$ cat src/rtl/hilo_mult_unit.sv
// HI/LO execution unit: iterative shift-add multiplier with MUL/MADD/MSUB and moves to HI/LO.
// Optional early termination when the remaining multiplier bits are zero: MUL_EARLY_TERM_EN.
module hilo_mult_unit #(
    parameter int BITS_PER_CYCLE = 1
) (
    input  logic        Clk,
    input  logic        Rst_n,
    input  logic        Start,
    input  logic        Flush,
    input  logic [4:0]  ALUControl,
    input  logic        Signed,
    input  logic [31:0] A,
    input  logic [31:0] B,
    output logic        Busy,
    output logic        Done,
    output logic [31:0] ReadData,
    output logic [31:0] HI,
    output logic [31:0] LO
);
    localparam int N  = 32 / BITS_PER_CYCLE;
    localparam int CW = 6;

    localparam logic [4:0] OP_MUL   = 5'b01001;
    localparam logic [4:0] OP_MOVTH = 5'b01010;
    localparam logic [4:0] OP_MOVTL = 5'b01011;
    localparam logic [4:0] OP_MFHI  = 5'b01100;
    localparam logic [4:0] OP_MADD  = 5'b01110;
    localparam logic [4:0] OP_MSUB  = 5'b01111;

    typedef enum logic [1:0] {S_IDLE, S_MUL, S_ACC} state_t;

    state_t          r_state;
    logic [63:0]     r_mcand;
    logic [63:0]     r_pp;
    logic [31:0]     r_mplier;
    logic            r_sign;
    logic [4:0]      r_op;
    logic [CW-1:0]   r_cnt;
    logic            r_done;
    logic [31:0]     r_hi;
    logic [31:0]     r_lo;

    logic [31:0]     w_abs_a;
    logic [31:0]     w_abs_b;
    logic [63:0]     w_step;
    logic [31:0]     w_rest;
    logic            w_last;
    logic [63:0]     w_prod;
    logic [63:0]     w_hilo;
    logic [63:0]     w_acc;
    logic            w_is_mul;

    assign w_abs_a  = (Signed && A[31]) ? (~A + 32'd1) : A;
    assign w_abs_b  = (Signed && B[31]) ? (~B + 32'd1) : B;
    assign w_is_mul = (ALUControl == OP_MUL) || (ALUControl == OP_MADD)
                   || (ALUControl == OP_MSUB);

    // One iteration retires the low BITS_PER_CYCLE multiplier bits.
    always_comb begin
        w_step = '0;
        for (int j = 0; j < BITS_PER_CYCLE; j++) begin
            if (r_mplier[j]) begin
                w_step = w_step + (r_mcand << j);
            end
        end
    end

    assign w_rest = r_mplier >> BITS_PER_CYCLE;

`ifdef MUL_EARLY_TERM_EN
    assign w_last = (r_cnt == CW'(N - 1)) || (w_rest == 32'd0);
`else
    assign w_last = (r_cnt == CW'(N - 1));
`endif

    assign w_prod = r_sign ? (~r_pp + 64'd1) : r_pp;
    assign w_hilo = {r_hi, r_lo};

    always_comb begin
        case (r_op)
            OP_MADD: w_acc = w_hilo + w_prod;
            OP_MSUB: w_acc = w_hilo - w_prod;
            default: w_acc = w_prod;
        endcase
    end

    always_ff @(posedge Clk) begin
        if (!Rst_n) begin
            r_state  <= S_IDLE;
            r_mcand  <= '0;
            r_pp     <= '0;
            r_mplier <= '0;
            r_sign   <= 1'b0;
            r_op     <= '0;
            r_cnt    <= '0;
            r_done   <= 1'b0;
            r_hi     <= '0;
            r_lo     <= '0;
        end else begin
            r_done <= 1'b0;
            if (Flush) begin
                r_state <= S_IDLE;
            end else begin
                case (r_state)
                    S_IDLE: begin
                        if (Start) begin
                            if (ALUControl == OP_MOVTH) begin
                                r_hi <= A;
                            end else if (ALUControl == OP_MOVTL) begin
                                r_lo <= A;
                            end else if (w_is_mul) begin
                                r_mcand  <= {32'd0, w_abs_a};
                                r_mplier <= w_abs_b;
                                r_sign   <= Signed & (A[31] ^ B[31]);
                                r_op     <= ALUControl;
                                r_pp     <= '0;
                                r_cnt    <= '0;
                                r_state  <= S_MUL;
                            end
                        end
                    end
                    S_MUL: begin
                        r_pp     <= r_pp + w_step;
                        r_mcand  <= r_mcand << BITS_PER_CYCLE;
                        r_mplier <= w_rest;
                        r_cnt    <= r_cnt + 1'b1;
                        if (w_last) begin
                            r_state <= S_ACC;
                        end
                    end
                    S_ACC: begin
                        r_hi    <= w_acc[63:32];
                        r_lo    <= w_acc[31:0];
                        r_done  <= 1'b1;
                        r_state <= S_IDLE;
                    end
                    default: r_state <= S_IDLE;
                endcase
            end
        end
    end

    assign Busy     = (r_state != S_IDLE);
    assign Done     = r_done;
    assign HI       = r_hi;
    assign LO       = r_lo;
    assign ReadData = (ALUControl == OP_MFHI) ? r_hi : r_lo;

endmodule
$ cat config.mk
export PLATFORM = sky130hd
export DESIGN_NAME = hilo_mult_unit
export DESIGN_NICKNAME = d
export VERILOG_FILES = /design/src/rtl/hilo_mult_unit.sv
export SDC_FILE = /design/constraint.sdc
export NUM_CORES = 1
export LEC_CHECK = 0
export CORE_MARGIN = 1
export CORE_UTILIZATION = 45
export CTS_CLUSTER_SIZE = 28
export DETAILED_ROUTE_END_ITERATION = 6
export PLACE_DENSITY = 0.65
export SETUP_SLACK_MARGIN = 0.4
export SLEW_MARGIN = 15
export SYNTH_ARGS = -nofsm -noshare
export SYNTH_HDL_FRONTEND = slang
export SYNTH_SLANG_ARGS = --single-unit
export TNS_END_PERCENT = 5
$ cat constraint.sdc
create_clock -name Clk -period 5.9 [get_ports Clk]
set_clock_uncertainty 0.2 [all_clocks]
set_input_delay 1.18 -clock Clk [delete_from_list [all_inputs] [get_ports Clk]]
set_output_delay 1.18 -clock Clk [all_outputs]
set_load 0.05 [all_outputs]
==> results of run 1 <==
[metrics by stage]
stage | std cells | worst slack (ns) | instance area [um2] | total power [W]
2_1_floorplan | 3044 | 0.248 | 23000 | 0.00198
5_1_grt | 4011 | -0.228 | 28500 | 0.00449
3_5_place_dp | 3942 | -0.224 | 26800 | 0.00221
4_1_cts | 4000 | 0.105 | 28100 | 0.00437
3_3_place_gp | 3942 | -0.103 | 26800 | 0.00221
6_report | 4012 | 0.0807 | 28500 | 0.00437
[cell families after synthesis]
group	after synthesis
AND/OR/NAND/NOR	1071
AO/OA/AOI/OAI	1007
buffers and inverters	264
XOR/XNOR	288
flip-flops	239
multiplexers	42
adder cells (fa/ha/maj)	133
[per-layer routing]
metal | vias to the layer above | track usage | share of wire
li1 | 11700 | - | -
met1 | 11800 | 0.464 | 0.44
met2 | 1046 | 0.510 | 0.42
met3 | 185 | 0.0563 | 0.083
met4 | 0 | 0.188 | 0.059
met5 | - | 0 | 0
[layout make-up]
cell class,count,share of cell area
multi-input combinational,2541,0.619
sequential,239,0.168
timing repair buffer,455,0.137
antenna,1,0.0000877
inverter,50,0.00675
clock inverter,17,0.0115
clock buffer,37,0.0287
tap,672,0.0295
[registers in the layout (all words and copies together) (netlist names)]
| signal | count |
|---|---|
| r_pp | 64 |
| r_state | 2 |
| r_sign | 1 |
| LO | 32 |
| r_op | 5 |
| r_mcand | 64 |
| Done | 1 |
| r_cnt | 6 |
| HI | 32 |
| r_mplier | 32 |
[timing repair]
| action | in CTS | in global routing |
|---|---|---|
| pin swaps | 4 | 38 |
| cloned | 0 | 0 |
| setup buffers | 4 | 11 |
| gates resized for setup | 28 | 70 |
| setup endpoints to repair | 30 | 37 |
[placed cells by master, fill, tap and decap left out, drive strengths merged, types with 21 or more instances in the layout]
cell and instances:
o211ai 35, dfxtp 239, buf 285, o21a 21
xor2 146, inv 51, nand4 45, a31oi 34
nor4 35, xnor2 142, mux2 33, nor2 213
ha 131, and3 21, o41ai 26, nor3 69
nand2b 26, a222oi 30, o21ai 166, a21boi 23
or3 27, clkbuf 37, nand3 56, nor2b 174
a21o 98, a211oi 53, nand2 254, a22oi 78
a21oi 273, clkdlybuf4s50 170, and2 82, o31ai 39
[critical path, delay by kind of cell, from the launching register on]
kind / cells / cell delay, ns
adder cells (fa/ha/maj): 2 / 0.49
XOR/XNOR: 2 / 0.32
AND/OR/NAND/NOR: 10 / 1.42
AO/OA/AOI/OAI: 8 / 1.82
buffers and inverters: 6 / 0.92
flip-flops: 1 / 0.37
multiplexers: 1 / 0.13
[power by group through the flow]
stage          registers, W  logic (W)  clock network [W]
4_1_cts             0.00163   0.000549            0.00219
3_3_place_gp        0.00167   0.000543                  0
5_1_grt             0.00163   0.000612            0.00225
2_1_floorplan       0.00167   0.000311                  0
6_report            0.00163   0.000581            0.00216
3_5_place_dp        0.00167   0.000541                  0
[how the worst max path moves through the flow]
stage	cells after the start	start	end
CTS	27	r_pp[1]	HI[19]
global placement	24	r_pp[4]	HI[30]
detailed placement	24	r_pp[4]	HI[30]
floorplan	25	r_pp[1]	HI[30]
global route	29	r_pp[1]	HI[28]
finish	29	r_pp[1]	HI[30]
==> results_dict.tcl, run 1 <==
set metrics [dict create \
    cts_tree "done" \
    grt_max_degree 150 \
    yosys.area_share.adder 0.0735 \
    min_to "r_mplier[1]" \
    final-seq-area_mm2 0.00479 \
    io_pins 172 \
    worstPathMaxFanout 7 \
    htree_levels 1 \
    crit_slowest_cell "or3b_4" \
    route.detailed.drc 10 \
    final_nets 3524 \
    end_kind "register" \
    syn_area_per_cell_um2 7.50 \
    totalWireLength_mm 91.1 \
    worst_pin_slew_ns 1.07 \
    synth_largest_area_cell "dfxtp_1" \
    p_leak_nw 12.2 \
    cp-start-kind "register" \
    synth_ff_type "dfxtp_1" \
    synth_edf_count 0 \
    synth_area_leaders "dfxtp_1 (21%), ha_1 (7.2%), a21oi_1 (6.0%), xor2_1 (5.6%), xnor2_1 (5.4%)" \
    avgViaCountPerCell 6.17 \
    whs_ns 0.260 \
    cts_made_buffers 30 \
    clk-insertion-delay-late_ns 0.60 \
    tns_ns 0 \
    rrSetupSlack_ns 0.08 \
    cp_common_cell "buf_4" \
    slew_violations 0 \
    area_growth_pct 25.0 \
    p_per_area_mw_per_mm2 153 \
    vias 24700 \
    grt_pass1_wl_mm 136 \
    period_minus_slack_ns 5.82 \
    hold_path_depth 2 \
    clkPwrFrac 0.494 \
    synth_top_family_by_area "compound AO/OA/AOI/OAI gates" \
    grt_pass1_vias 22600 \
    arrival_ns 6.09 \
    grt_overflow 0 \
    hold_violations 0 \
    gp_congestion 1.03 \
    core_area_mm2 0.0501 \
    ys_seq_area_frac 0.210 \
    yosys.area_share.simple 0.247 \
    synth.area.mux_share 0.0202 \
    die_y_um 227 \
    status "complete, but fails checks" \
    synth_compound_area_frac 0.295 \
    worstSetupPathType "register to register" \
    p_sw_frac 0.260 \
    synth_cell_types 90 \
    clkSlewWorstSetupHoldPaths_ns 0.06 \
    r2r-end "HI[30]" \
    port_buffers 171 \
    hold_class "register to register" \
    p_switching_w 0.00114 \
    final_antenna_net_count 0 \
    postSynthNetCount 3251 \
    ys_top_cells_by_count "a21oi_1 (273), nand2_1 (254), dfxtp_1 (239)" \
    yosys_warnings 0 \
    p_int_w 0.00324 \
    fin_util 0.570 \
    ff2ff_path_depth 29 \
    antenna_found_initial 2 \
    synthXorXnorAreaFrac 0.110 \
    violations "design-rule violations" \
    maxCapViolCount 0 \
    yosysTopAreaCellShare 0.210 \
    syn_inst 3044 \
    start_util 0.456 \
    yosysMostFrequentCell "a21oi_1" \
    dr.first_iter.drc_count 2554 \
    synth_area_mm2 0.0228 \
    ys_seq_elements 239 \
    numClockSinks 239 \
    fmax_mhz 172 \
    root_buffer "clkbuf_16" \
    slowest_delay_ns 0.43 \
    period_share 0.986 \
    rsz0062_at_grt "yes" \
    die_area_mm2 0.0517 \
    r2r_start "r_pp[1]" \
    drive_gt1_frac 0.155 \
    async_reset_ff_frac 0 \
    relSlewSlack 0.285 \
    fill_cells 4777 \
    crit_required_ns 6.17 \
    dpl.hpwl_mm 70.5 \
    multi_input_area_mm2 0.0177 \
    finalSetupViolCount 0 \
    ir_drop_v 0.000223 \
    ctsHoldBuffers 0 \
    grtUsageTotal 0.341 \
    dr.pass1.iters 7 \
    power_frac_comb 0.133 \
    worstHoldStart "r_mplier[1]" \
    p_seq_frac 0.373 \
    row_count 82 \
    cts.path.max_buffers 3 \
    die_x_um 227 \
    wl_per_cell_um 22.7 \
]
Power figures use the tool's default switching activity.
==> run 2, diff against run 1 <==
--- a/config.mk
+++ b/config.mk
@@ -7,7 +7,7 @@
 export LEC_CHECK = 0
 export CORE_MARGIN = 1
 export CORE_UTILIZATION = 45
-export CTS_CLUSTER_SIZE = 28
+export CTS_CLUSTER_SIZE = 16
 export DETAILED_ROUTE_END_ITERATION = 6
 export PLACE_DENSITY = 0.65
 export SETUP_SLACK_MARGIN = 0.4
==> results of run 2 <==
Final layout, timing and power as in run 1 (identical DEF).
